`src/rtl/secded_codec_pipe_if.sv`:
```
// ---------------------------------------------------------------------------
// secded_codec_pipe_if
//   Stream bundle for the SECDED codec: one valid/ready input channel
//   (word + mode) and one valid/ready output channel (result + mode).
//
//   Parameter
//     R : Hamming parity bits; the word width is N = 2**R.
//
//   Signals
//     in_valid  / in_ready   input handshake
//     in_mode                0 = decode, 1 = encode
//     in_word   [N-1:0]      codeword (decode) or data in [K-1:0] (encode)
//     out_valid / out_ready  output handshake
//     out_mode               mode that travelled with the result
//     out_word  [N-1:0]      codeword (encode) or {dbl, sgl, 0.., data}
//
//   Modports
//     master : the producer/consumer around the codec
//     slave  : the codec itself
// ---------------------------------------------------------------------------
interface secded_codec_pipe_if #(
  parameter int R = 4
);
  localparam int N = 2 ** R;

  logic         in_valid;
  logic         in_ready;
  logic         in_mode;
  logic [N-1:0] in_word;

  logic         out_valid;
  logic         out_ready;
  logic         out_mode;
  logic [N-1:0] out_word;

  modport master (
    output in_valid, in_mode, in_word, out_ready,
    input  in_ready, out_valid, out_mode, out_word
  );

  modport slave (
    input  in_valid, in_mode, in_word, out_ready,
    output in_ready, out_valid, out_mode, out_word
  );
endinterface

```
`src/rtl/secded_codec_pipe.sv`:
```
// ---------------------------------------------------------------------------
// secded_codec_pipe
//   Two-stage pipelined Hamming SECDED encoder/decoder with saturating
//   error statistics.  Each accepted word is either encoded into an N-bit
//   codeword or decoded into corrected data plus single/double error flags.
//
//   Parameters
//     R  : Hamming parity bits (3..6).  N = 2**R, K = N-1-R data bits.
//     CW : statistics counter width.
//
//   Ports
//     clk        system clock, rising edge
//     reset      synchronous reset, active low
//     bus        stream bundle (slave side): input word/mode, output result
//     clr_cnt    synchronous clear of all counters (wins over increments)
//     cnt_words  decoded words delivered
//     cnt_single single errors corrected
//     cnt_double double errors detected
//
//   Codeword layout: bit 0 is overall parity, parity bit pk sits at each
//   power-of-two position, data fills the remaining positions in ascending
//   order starting with data[0] at position 3.
// ---------------------------------------------------------------------------
module secded_codec_pipe #(
  parameter int R  = 4,
  parameter int CW = 16
) (
  input  logic               clk,
  input  logic               reset,
  secded_codec_pipe_if.slave bus,
  input  logic               clr_cnt,
  output logic [CW-1:0]      cnt_words,
  output logic [CW-1:0]      cnt_single,
  output logic [CW-1:0]      cnt_double
);

  localparam int N = 2 ** R;
  localparam int K = N - 1 - R;

  if (R < 3 || R > 6) begin : g_bad_r
    $error("secded_codec_pipe: R must be in 3..6");
  end

  // -------------------------------------------------------------------------
  // Codeword helpers
  // -------------------------------------------------------------------------

  // Place data bits into the non-power-of-two positions; parity slots are 0.
  function automatic logic [N-1:0] scatter(input logic [K-1:0] d);
    logic [N-1:0] w;
    int           j;
    w = '0;
    j = 0;
    for (int i = 1; i < N; i++) begin
      if ((i & (i - 1)) != 0) begin
        w[i] = d[j];
        j++;
      end
    end
    return w;
  endfunction

  // Inverse of scatter: gather the data positions back into K bits.
  function automatic logic [K-1:0] gather(input logic [N-1:0] w);
    logic [K-1:0] d;
    int           j;
    d = '0;
    j = 0;
    for (int i = 1; i < N; i++) begin
      if ((i & (i - 1)) != 0) begin
        d[j] = w[i];
        j++;
      end
    end
    return d;
  endfunction

  // XOR of the indices of all set bits in positions 1..N-1.
  function automatic logic [R-1:0] syndrome(input logic [N-1:0] w);
    logic [R-1:0] s;
    s = '0;
    for (int i = 1; i < N; i++) begin
      if (w[i]) s ^= R'(i);
    end
    return s;
  endfunction

  function automatic logic [CW-1:0] sat_inc(input logic [CW-1:0] c);
    return (c == '1) ? c : c + 1'b1;
  endfunction

  // -------------------------------------------------------------------------
  // Handshake: both stages advance together whenever the output slot is
  // free or being drained this cycle.
  // -------------------------------------------------------------------------
  logic en;
  logic out_valid_q;

  assign en           = !out_valid_q || bus.out_ready;
  assign bus.in_ready = en;

  // -------------------------------------------------------------------------
  // Stage 1: word, mode, syndrome and overall parity.
  // For encode the word is first scattered with zero parity slots; its
  // syndrome is then exactly the Hamming parity vector, so the same
  // register carries s (decode) or the parity vector (encode).
  // -------------------------------------------------------------------------
  logic         s1_valid_q;
  logic         s1_mode_q;
  logic [N-1:0] s1_word_d, s1_word_q;
  logic [R-1:0] s1_syn_d,  s1_syn_q;
  logic         s1_par_d,  s1_par_q;

  // NOTE: every signal assigned in always_comb gets a value on every path
  // (here unconditionally); a missing assignment would infer a latch.
  always_comb begin
    s1_word_d = bus.in_mode ? scatter(bus.in_word[K-1:0]) : bus.in_word;
    s1_syn_d  = syndrome(s1_word_d);
    s1_par_d  = ^s1_word_d;
  end

  // NOTE: state is updated with non-blocking assignments so every register
  // samples the pre-edge value of its inputs, independent of block order.
  always_ff @(posedge clk) begin
    if (!reset) begin
      s1_valid_q <= 1'b0;
    end else if (en) begin
      s1_valid_q <= bus.in_valid;
    end
  end

  // NOTE: the stage-1 payload is not reset; it is only ever consumed when
  // s1_valid_q is set, which is cleared by reset.
  always_ff @(posedge clk) begin
    if (en && bus.in_valid) begin
      s1_mode_q <= bus.in_mode;
      s1_word_q <= s1_word_d;
      s1_syn_q  <= s1_syn_d;
      s1_par_q  <= s1_par_d;
    end
  end

  // -------------------------------------------------------------------------
  // Stage 2: finish the encode, or correct/flag the decode.
  // -------------------------------------------------------------------------
  logic [N-1:0] enc_word;
  logic [N-1:0] fixed_word;
  logic [N-1:0] dec_word;
  logic         dbl_err;
  logic         sgl_err;
  logic [N-1:0] out_word_d, out_word_q;
  logic         out_mode_q;

  always_comb begin
    // Encode: drop the parity vector into the power-of-two slots.  Overall
    // parity is the data parity (s1_par_q) combined with the parity bits.
    enc_word = s1_word_q;
    for (int k = 0; k < R; k++) begin
      enc_word[1 << k] = s1_syn_q[k];
    end
    enc_word[0] = s1_par_q ^ (^s1_syn_q);

    // Decode: an odd overall parity means one flipped bit; it sits at
    // position s, or in p0 when s is zero.  Even parity with a non-zero
    // syndrome is an uncorrectable double error and is passed through raw.
    sgl_err    = s1_par_q;
    dbl_err    = !s1_par_q && (s1_syn_q != '0);
    fixed_word = s1_word_q;
    if (sgl_err && (s1_syn_q != '0)) begin
      fixed_word[s1_syn_q] = ~fixed_word[s1_syn_q];
    end

    dec_word        = '0;
    dec_word[K-1:0] = gather(fixed_word);
    dec_word[N-1]   = dbl_err;
    dec_word[N-2]   = sgl_err;

    out_word_d = s1_mode_q ? enc_word : dec_word;
  end

  always_ff @(posedge clk) begin
    if (!reset) begin
      out_valid_q <= 1'b0;
      out_mode_q  <= 1'b0;
      out_word_q  <= '0;
    end else if (en) begin
      out_valid_q <= s1_valid_q;
      if (s1_valid_q) begin
        out_mode_q <= s1_mode_q;
        out_word_q <= out_word_d;
      end
    end
  end

  assign bus.out_valid = out_valid_q;
  assign bus.out_mode  = out_mode_q;
  assign bus.out_word  = out_word_q;

  // -------------------------------------------------------------------------
  // Statistics: only delivered decode results count; flags are read from
  // the registered result that is being transferred.
  // -------------------------------------------------------------------------
  logic          xfer_dec;
  logic [CW-1:0] words_d,  words_q;
  logic [CW-1:0] single_d, single_q;
  logic [CW-1:0] double_d, double_q;

  assign xfer_dec = out_valid_q && bus.out_ready && !out_mode_q;

  always_comb begin
    words_d  = words_q;
    single_d = single_q;
    double_d = double_q;
    if (clr_cnt) begin
      words_d  = '0;
      single_d = '0;
      double_d = '0;
    end else if (xfer_dec) begin
      words_d = sat_inc(words_q);
      if (out_word_q[N-2]) single_d = sat_inc(single_q);
      if (out_word_q[N-1]) double_d = sat_inc(double_q);
    end
  end

  always_ff @(posedge clk) begin
    if (!reset) begin
      words_q  <= '0;
      single_q <= '0;
      double_q <= '0;
    end else begin
      words_q  <= words_d;
      single_q <= single_d;
      double_q <= double_d;
    end
  end

  assign cnt_words  = words_q;
  assign cnt_single = single_q;
  assign cnt_double = double_q;

endmodule

```
`src/flat_wrapper.sv`:
```
// flat-port wrapper written by rule: the top's interface ports become plain ports
module secded_codec_pipe_flat 
#(
  parameter int R  = 4,
  parameter int CW = 16
)
  (clk, reset, clr_cnt, cnt_words, cnt_single, cnt_double, bus_in_valid, bus_in_mode, bus_in_word, bus_out_ready, bus_in_ready, bus_out_valid, bus_out_mode, bus_out_word);
  secded_codec_pipe_if #(.R(R)) bus_i ();
  input  logic clk;
  input  logic reset;
  input  logic clr_cnt;
  output logic [CW-1:0] cnt_words;
  output logic [CW-1:0] cnt_single;
  output logic [CW-1:0] cnt_double;
  input wire logic [$bits(bus_i.in_valid)-1:0] bus_in_valid;
  input wire logic [$bits(bus_i.in_mode)-1:0] bus_in_mode;
  input wire logic [$bits(bus_i.in_word)-1:0] bus_in_word;
  input wire logic [$bits(bus_i.out_ready)-1:0] bus_out_ready;
  output wire logic [$bits(bus_i.in_ready)-1:0] bus_in_ready;
  output wire logic [$bits(bus_i.out_valid)-1:0] bus_out_valid;
  output wire logic [$bits(bus_i.out_mode)-1:0] bus_out_mode;
  output wire logic [$bits(bus_i.out_word)-1:0] bus_out_word;
  assign bus_i.in_valid = bus_in_valid;
  assign bus_i.in_mode = bus_in_mode;
  assign bus_i.in_word = bus_in_word;
  assign bus_i.out_ready = bus_out_ready;
  assign bus_in_ready = bus_i.in_ready;
  assign bus_out_valid = bus_i.out_valid;
  assign bus_out_mode = bus_i.out_mode;
  assign bus_out_word = bus_i.out_word;
  secded_codec_pipe #(.R(R), .CW(CW)) u_core (.clk(clk), .reset(reset), .bus(bus_i), .clr_cnt(clr_cnt), .cnt_words(cnt_words), .cnt_single(cnt_single), .cnt_double(cnt_double));
endmodule
```
`config.mk`:
```
export PLATFORM = sky130hd
export DESIGN_NAME = secded_codec_pipe_flat
export DESIGN_NICKNAME = d
export VERILOG_FILES = /design/src/rtl/secded_codec_pipe_if.sv /design/src/rtl/secded_codec_pipe.sv /design/src/flat_wrapper.sv
export SDC_FILE = /design/constraint.sdc
export NUM_CORES = 1
export LEC_CHECK = 0
export ABC_AREA = 1
export BUFFER_PORTS_ARGS = -buffer_cell sky130_fd_sc_hd__buf_4
export CAP_MARGIN = 25
export CORE_MARGIN = 10
export CORE_UTILIZATION = 58
export CTS_BUF_LIST = sky130_fd_sc_hd__clkbuf_4
export CTS_CLUSTER_DIAMETER = 50
export DETAILED_ROUTE_END_ITERATION = 8
export PLACE_DENSITY = 0.82
export SKIP_LAST_GASP = 1
export SLEW_MARGIN = 20
export SYNTH_ARGS = -nofsm -noshare
export SYNTH_HDL_FRONTEND = slang
export SYNTH_SLANG_ARGS = --single-unit
```
`constraint.sdc`:
```
create_clock -name clk -period 2.4 [get_ports clk]
set_clock_uncertainty 0.2 [all_clocks]
set_input_delay 0.12 -clock clk [delete_from_list [all_inputs] [get_ports clk]]
set_output_delay 0.12 -clock clk [all_outputs]
set_load 0.02 [all_outputs]
```
==> run_results.csv, run 1 <==
group,metric,value,unit
finish,area_growth,23.3,%
critical_path,arrival,2240,ps
grt,first_global_vias,4735,
critical_path,crit_chain,"inv_1 > ha_1 > nand2_1 > nand2_1 > inv_1 > nand3_1 > a21oi_1 > nand2_1 > nand2_1 > a21oi_1",
critical_path,rr_endpoint,"u_core.bus.out_word[5]",
worst_hold_path,worst_hold_path.endpoint,"u_core.s1_syn_q[3]",
finish,seqCellArea,2000,um^2
grt,grt_pass1_wl,22300,um
cts,clk-insertion-delay-late,450,ps
floorplan,die_y,114,um
detailed_routing,antenna_left,0,
grt,grt_usage,20.2,%
cts,clk_pin_slew,130,ps
yosys,syn_avg_cell_area,7.11,um^2
cts,clock_path_buffers,2,
critical_path,path_buf_inv,2,
cts,cts_tree,"yes",
critical_path,critical_path_class,"reg -> reg",
sta,timing.final.crit_share,88.2,%
yosys,async_flop_share,0,%
sta,max_freq,0.472,GHz
detailed_routing,vias_per_cell,5.39,
yosys,yosysUniqueCellTypes,33,
yosys,synth_common_cells,"221 x nand2_1, 77 x a21oi_1, 71 x inv_1",
cts,cts.htree.levels,3,
floorplan,die_w,114,um
detailed_routing,drcViolationCount,0,
placed_design,place_hpwl,9880,um
power,p_leak,2.65,nW
floorplan,start_util,59.5,%
placed_design,port_buffers,88,
floorplan,dieArea,13100,um^2
yosys,synth_top_cell_area_share,26.0,%
detailed_routing,wl,13500,um
finish,nNetsFinal,875,
yosys,synth_cells,727,
yosys,synth_edf_count,22,
critical_path,critical_path.max_fanout,11,
yosys,synthesis.nets,760,
worst_hold_path,hold_path_depth,7,
sta,relSlewSlack,42.2,%
finish,fillers,675,
critical_path,cpMostUsedCell,"nand2_1",
yosys,yosysWarnings,0,
sta,fin_ws,282,ps
yosys,ys.flop_type,"dfxtp_1",
yosys,synth.most_common_cell,"nand2_1",
yosys,synth_seq_cells,89,
cts,numCtsBuffers,9,
sta,final_hold_viol_count,0,
worst_hold_path,hold_start,"bus_in_word[9]",
sta,drv_slew,0,
placed_design,globalplace.congestion,0.943,
sta,tns,0,ps
cts,cts.sinks,89,
critical_path,slowest_delay,500,ps
critical_path,rr_startpoint,"u_core.s1_syn_q[1]",
placed_design,place_ws,283,ps
detailed_routing,firstDrtPassIters,6,
finish,drive_gt1_share,17.6,%
power,power_density,552,nW/um^2
critical_path,end_kind,"flop",
critical_path,required,2520,ps
yosys,post_synth_main_area_contributors,"dfxtp_1 26%, nand2_1 16%, edfxtp_1 13%",
detailed_routing,wl_per_cell,14.1,um
placed_design,postPlaceCellArea,5910,um^2
critical_path,cp_top_family,"flip-flops",
floorplan,core_area,8680,um^2
grt,grt_max_degree,26,
worst_hold_path,hold_class,"in -> reg",
outcome,outcome,"completed",
floorplan,pin_count,89,
yosys,yosysSeqAreaShare,38.7,%
detailed_routing,vias,5147,
sta,setup_viol_count_final,0,
run,max_cap_viol_count,0,
yosys,syn-cell-area,5170,um^2
critical_path,cpMaxStageDelayCell,"edfxtp_1",
cts,cts-resized-gates,0,
finish,finalInstanceArea,6370,um^2
critical_path,reg2reg_slack,280,ps
detailed_routing,drtIter0Drc,519,
grt,antenna_found_initial,0,
critical_path,ff2ff_path_depth,10,
sta,period_minus_slack,2120,ps
floorplan,num_rows,34,
cts,cts_root_buf,"clkbuf_4",
critical_path,crit_path_start_kind,"flop",
sta,grt_setup_unrepaired,"no",
sta,worst_pin_slew,866,ps
power,ir_worst_vdd,0.320,mV
finish,multi_input_area,2760,um^2
yosys,yosys.area.top_type,"dfxtp_1",
grt,grt-ovfl-total,0,
finish,n_antenna_cell,0,
## worst max path at each step
stage	from	end	slack (ps)	cells past startpoint
final	u_core.s1_syn_q[1]	u_core.bus.out_word[5]	280	10
after global routing	u_core.cnt_words[7]	u_core.cnt_words[6]	50	10
after CTS	u_core.s1_syn_q[0]	u_core.bus.out_word[5]	260	10
after detailed placement	u_core.s1_syn_q[0]	u_core.bus.out_word[5]	280	10
after global placement	u_core.s1_syn_q[0]	u_core.bus.out_word[0]	320	9
after floorplan	u_core.s1_syn_q[0]	u_core.bus.out_word[4]	410	12
## metrics by stage
step,power (mW),hold slack (ps),instances,utilization [%]
after floorplan,2.22,18.9,727,-
after global placement,2.40,214,910,68.1
after detailed placement,2.41,210,910,68.1
after CTS,3.49,128,951,73.1
after global routing,3.69,171,955,73.4
final,3.51,137,955,73.4
## logic make-up (layout without fill, tap and decap cells)
logic type	after synthesis	after routing	share of synthesized area, %
AO/OA/AOI/OAI	108	108	11.2
XOR/XNOR	50	50	9.06
adder cells (fa/ha/maj)	11	11	2.66
buffers and inverters	100	220	7.87
flip-flops	89	89	38.7
AND/OR/NAND/NOR	369	369	30.4
## flip-flops by register name, indices dropped and copies added (netlist names)
| register | cells |
|---|---|
| u_core.s1_mode_q | 1 |
| u_core.bus.out_valid | 1 |
| u_core.s1_word_q | 16 |
| u_core.s1_valid_q | 1 |
| u_core.s1_par_q | 1 |
| u_core.cnt_single | 16 |
| u_core.s1_syn_q | 4 |
| u_core.cnt_words | 16 |
| u_core.bus.out_mode | 1 |
| u_core.cnt_double | 16 |
| u_core.bus.out_word | 16 |
## worst reg2reg max path, delay by kind of cell (launching register included)
kind            cells  cell delay (ps)
flops               1              500
fa+ha+maj           1              240
compound gates      2              220
buf+inv             2              430
simple gates        5              430
## final cells by class
class	instances	share of cell area (%)
clock inverters	7	1.81
flip-flops and latches	89	31.4
multi-input cells	538	43.3
clock buffers	9	1.06
inverters	80	4.71
well taps	108	2.12
repair buffers	124	15.6
## where the power goes
part | internal, mW | leakage [nW] | switching (mW) | total, mW
clock network | 0.530 | 0.0988 | 0.528 | 1.06
logic | 0.304 | 1.79 | 0.464 | 0.769
registers | 1.62 | 0.759 | 0.0692 | 1.69
## layer usage
metal	track usage (%)	part of all wire, %	wire [um]	up-vias
met2	33.1	47	6370	179
met4	6.43	2.0	274	0
li1	-	-	-	2579
met3	4.93	7.0	949	24
met1	25.6	44	5890	2365
met5	0	0	0	-
## repair_timing
item / CTS / global route
hold endpoints to repair: 59 / 0
endpoints found under the setup margin: 0 / 2
hold buffers: 25 / 0
buffers inserted: 0 / 4
## placed cells by master (no fill, tap or decap), drive strengths merged
master / netlist / final
o21a: 5 / 5
nor2: 49 / 49
ha: 11 / 11
xor2: 27 / 27
nor3: 19 / 19
nand4: 8 / 8
bufinv: 0 / 3
nor4: 1 / 1
dlygate4sd3: 0 / 25
nand3: 55 / 55
nand2: 237 / 237
inv: 79 / 82
edfxtp: 22 / 22
buf: 11 / 99
a211oi: 2 / 2
o21ai: 22 / 22
clkinv: 1 / 2
o31ai: 1 / 1
a21oi: 77 / 77
clkbuf: 9 / 9
dfxtp: 67 / 67
a31oi: 1 / 1
xnor2: 23 / 23
No activity file was read; power rests on OpenSTA's default activity.
==> run 2: changes to the inputs <==
--- a/config.mk
+++ b/config.mk
@@ -15,4 +15,5 @@
 export DETAILED_ROUTE_END_ITERATION = 8
 export PLACE_DENSITY = 0.82
+export RECOVER_POWER = 100
 export SKIP_LAST_GASP = 1
 export SLEW_MARGIN = 20
==> constraint.sdc (replaced) <==
create_clock -name clk -period 2.4 [get_ports clk]
set_clock_uncertainty 0.2 [all_clocks]
set_input_delay 0.12 -clock clk [delete_from_list [all_inputs] [get_ports clk]]
set_output_delay 0.12 -clock clk [all_outputs]
set_load 0.01 [all_outputs]
==> run 2 against run 1 <==
  * Sequential power about the same
  * Sequential share of layout area up 1.5 points
  * Cell count unchanged
  * Global-route usage stayed put
  * Non-clock buffer count unchanged
  * Die area is the same
  * Critical path type is now in -> reg
  * Critical endpoint is now u_core.s1_par_q
  * Largest cell class unchanged
==> run_results.csv, run 2 (synthesized netlist as in run 1, its figures left out) <==
group,metric,value,unit
outcome,outcome,"completed",
finish,final_common_cell,"nand2_1",
critical_path,required,2400,ps
finish,multi_input_area,2720,um^2
finish,area_growth,17.6,%
cts,numCtsBuffers,9,
sta,final_hold_viol_count,0,
floorplan,die_y,114,um
critical_path,arrival,2250,ps
placed_design,port_buffers,88,
floorplan,pin_count,89,
worst_hold_path,hold_class,"in -> reg",
detailed_routing,antenna_left,0,
critical_path,crit_chain,"dlygate4sd3_1 > buf_4 > inv_2 > o21ai_0 > xor2_1 > nand2_1 > nand2_1 > inv_2 > nand2_1 > nand2_1 > nand2_1 > nand2_1",
sta,worst_pin_slew,854,ps
run,max_cap_viol_count,0,
critical_path,cpMaxStageDelayCell,"dlygate4sd3_1",
cts,cts_tree,"yes",
finish,finalInstanceArea,6080,um^2
critical_path,critical_path.max_fanout,15,
placed_design,postPlaceCellArea,5910,um^2
placed_design,place_ws,283,ps
cts,cts_root_buf,"clkbuf_4",
grt,met2_usage,33.1,%
grt,use_met3,4.93,%
finish,drive_gt1_share,8.15,%
power,ir_worst_vdd,0.316,mV
critical_path,crit_path_start_kind,"primary input",
sta,grt_setup_unrepaired,"no",
grt,antenna_found_initial,0,
floorplan,die_w,114,um
placed_design,place_hpwl,9880,um
sta,timing.final.crit_share,93.9,%
floorplan,dieArea,13100,um^2
critical_path,end_kind,"flop",
finish,nNetsFinal,875,
detailed_routing,drcViolationCount,0,
cts,clk-insertion-delay-late,450,ps
finish,n_antenna_cell,0,
grt,grt_max_degree,26,
floorplan,core_area,8680,um^2
finish,seqCellArea,2000,um^2
sta,tns,0,ps
cts,clk_pin_slew,130,ps
critical_path,slowest_delay,530,ps
grt,busiest_layer,"met2",
sta,drv_slew,0,
placed_design,globalplace.congestion,0.943,
sta,relSlewSlack,43.0,%
sta,max_freq,0.444,GHz
power,power_density,571,nW/um^2
sta,fin_ws,146,ps
grt,use_met1,25.6,%
grt,grt_pass1_wl,22300,um
finish,final_cell_mix,"228 x nand2_1, 77 x a21oi_1, 72 x inv_1",
detailed_routing,vias,5157,
cts,cts.htree.levels,3,
grt,first_global_vias,4735,
detailed_routing,wl,13500,um
floorplan,num_rows,34,
critical_path,cpMostUsedCell,"nand2_1",
power,p_leak,2.36,nW
sta,period_minus_slack,2250,ps
floorplan,start_util,59.5,%
detailed_routing,vias_per_cell,5.40,
grt,grt-ovfl-total,0,
detailed_routing,firstDrtPassIters,5,
cts,cts.sinks,89,
critical_path,critical_path_class,"in -> reg",
cts,clock_path_buffers,2,
grt,grt_usage,20.2,%
sta,setup_viol_count_final,0,
detailed_routing,drtIter0Drc,432,
detailed_routing,wl_per_cell,14.1,um
finish,fillers,761,
==> run 2: cell types whose count changed in the layout (fill, tap and decap cells not counted), sizes merged <==
cell / delta
buf: -68
clkbuf: +68
==> run 2: final timing paths <==
path	from	endpoint	slack (ps)	depth (start not counted)
worst max register to register	u_core.cnt_single[0]	u_core.cnt_single[10]	250	8
worst min register to register	u_core.s1_valid_q	u_core.bus.out_valid	280	2
worst min-delay path	bus_in_word[9]	u_core.s1_syn_q[3]	180	7
worst max-delay path	bus_in_mode	u_core.s1_par_q	150	12
==> run 2: metal layers <==
metal,vias up,wire (um)
li1,2575,-
met2,187,6310
met1,2370,5940
met3,25,983
met5,-,0
met4,0,259
==> run 2: area by class of cell <==
| type | instances | share of cell area, % |
|---|---|---|
| Inverter | 80 | 4.94 |
| Sequential cell | 89 | 32.9 |
| Tap cell | 108 | 2.22 |
| Timing Repair Buffer | 124 | 12.1 |
| Multi-Input combinational cell | 538 | 44.7 |
| Clock buffer | 9 | 1.11 |
| Clock inverter | 7 | 1.89 |
==> run 2: what timing repair did <==
action / CTS / global route
setup endpoints to repair: 0 / 2
gates resized for setup: 0 / 0
endpoints found under the hold margin: 59 / 0
setup buffers: 0 / 4
hold buffers: 25 / 0
==> run 2: worst max-delay path, delay by kind of cell <==
kind | cells | cell delay (ps)
buffers and inverters | 4 | 940
AO/OA/AOI/OAI | 1 | 510
AND/OR/NAND/NOR | 6 | 460
XOR/XNOR | 1 | 230
==> run 2: metrics by stage <==
stage / util (%) / power [mW] / std cells / hold slack, ps
4_1_cts: 73.1 / 3.47 / 951 / 128
2_1_floorplan: - / 2.20 / 727 / 18.9
5_1_grt: 70.0 / 3.65 / 955 / 211
3_5_place_dp: 68.1 / 2.40 / 910 / 210
6_report: 70.0 / 3.47 / 955 / 176
3_3_place_gp: 68.1 / 2.38 / 910 / 214
==> run 2: report_power, final <==
| group | switching (mW) | leakage, nW | internal (mW) | total (mW) |
|---|---|---|---|---|
| registers | 0.0687 | 0.759 | 1.62 | 1.69 |
| clock network | 0.525 | 0.0988 | 0.530 | 1.05 |
| logic | 0.442 | 1.50 | 0.283 | 0.725 |
| total | 1.04 | 2.36 | 2.43 | 3.47 |
==> run 3: changes to the inputs <==
clock period = 2.1 ns   (was 2.4 ns; I/O delays follow)
==> run 3 against run 2 <==
  * Clock power shrank 14%
  * Global-route usage is 0.71 points higher
  * Total power grew 6.2%
  * Sequential power increased by 13%
  * Final area rose by 1.1%
  * Clock-buffer cell count increased by 1
  * Sequential cell count is the same
  * Cell count up 1.0%
  * Critical path depth is 4 lower
  * Setup slack worse by 20 ps
==> run_results.csv, run 3 (synthesized netlist as in run 1, its figures left out) <==
group,metric,value,unit
floorplan,die_w,114,um
sta,period_minus_slack,1970,ps
detailed_routing,vias_per_cell,5.30,
placed_design,place_hpwl,10400,um
sta,relSlewSlack,44.0,%
power,ir_worst_vdd,0.417,mV
placed_design,port_buffers,88,
run,max_cap_viol_count,0,
placed_design,place_ws,53.7,ps
power,power_density,599,nW/um^2
grt,antenna_found_initial,0,
critical_path,critical_path.max_fanout,9,
outcome,outcome,"completed",
placed_design,globalplace.congestion,0.920,
cts,clk-insertion-delay-late,430,ps
sta,drv_slew,0,
finish,final_cell_mix,"224 x nand2_1, 77 x a21oi_1, 71 x inv_1",
cts,clock_path_buffers,2,
detailed_routing,wl_per_cell,14.5,um
floorplan,dieArea,13100,um^2
cts,cts.htree.levels,3,
grt,grt_max_degree,26,
finish,fillers,780,
critical_path,end_kind,"flop",
detailed_routing,vias,5116,
cts,post-cts-setup-buffer-count,0,
critical_path,arrival,2150,ps
floorplan,core_area,8680,um^2
floorplan,pin_count,89,
sta,final_hold_viol_count,0,
sta,tns,0,ps
sta,setup_viol_count_final,0,
critical_path,required,2270,ps
cts,numCtsBuffers,9,
floorplan,num_rows,34,
power,power,3.68,mW
finish,area_growth,18.9,%
sta,fin_ws,126,ps
cts,cts_tree,"yes",
grt,first_global_vias,4847,
sta,max_freq,0.507,GHz
finish,n_antenna_cell,0,
floorplan,die_y,114,um
finish,final_common_cell,"nand2_1",
detailed_routing,wl,14000,um
detailed_routing,antenna_left,0,
sta,grt_setup_unrepaired,"no",
floorplan,start_util,59.5,%
cts,cts.sinks,89,
finish,nNetsFinal,886,
power,p_leak,2.41,nW
detailed_routing,drcViolationCount,0,
worst_hold_path,hold_class,"in -> reg",
detailed_routing,firstDrtPassIters,9,
finish,drive_gt1_share,10.5,%
cts,clk_pin_slew,130,ps
sta,worst_pin_slew,839,ps
cts,cts_root_buf,"clkbuf_4",
sta,timing.final.crit_share,94.0,%
grt,grt_pass1_wl,23100,um
critical_path,critical_path_class,"reg -> reg",
critical_path,crit_path_start_kind,"flop",
grt,grt_usage,20.9,%
grt,grt-ovfl-total,0,
detailed_routing,drtIter0Drc,453,
run 3: power by group:
group	leakage [nW]	switching, mW	internal [mW]	total (mW)
clock	0.0738	0.545	0.361	0.906
sequential	0.759	0.0628	1.85	1.91
combinational	1.57	0.539	0.325	0.863
total	2.41	1.15	2.53	3.68
run 3: stage by stage:
stage	hold slack (ps)	utilization [%]	area [um^2]	std cells
2_1_floorplan	3.87	-	5170	727
3_3_place_gp	204	69.6	6040	926
3_5_place_dp	206	69.6	6040	926
4_1_cts	64.9	73.8	6400	965
5_1_grt	137	70.8	6140	965
6_report	81.9	70.8	6140	965
run 3: path summary, 6_finish.rpt:
kind,to,from,slack [ps],cells after the start
max,u_core.cnt_single[0],u_core.cnt_single[1],130,8
min,u_core.s1_syn_q[3],bus_in_word[9],80,7
max reg2reg,u_core.cnt_single[0],u_core.cnt_single[1],130,8
min reg2reg,u_core.bus.out_word[5],u_core.bus.out_word[5],270,2
run 3: area by class of cell:
class,instances,area (um^2),share of cell area (%)
multi-input cells,538,2750,44.7
flip-flops and latches,89,2000,32.6
repair buffers,135,835,13.6
inverters,80,303,4.93
well taps,108,135,2.20
clock buffers,10,75.1,1.22
clock inverters,5,47.5,0.774
run 3: per-layer routing:
layer  global-route usage [%]  share of wire (%)
met1                     26.6                 45
met2                     34.5                 48
met3                     4.56                6.0
met4                     6.52                1.7
met5                        0                  0
run 3: repair_timing:
action                     4_1_cts  5_1_grt
hold buffers                    24        0
resized for setup                0        7
setup endpoints to repair        0       33
hold endpoints to repair        59        0
run 3: critical path: stages, from the launching register on:
cell	delay [ps]
dfxtp_1	440
ha_1	230
nand2_1	100
nor2_2	150
nand4_1	150
nand2_2	210
buf_4	200
nand2_1	80
a21oi_1	160
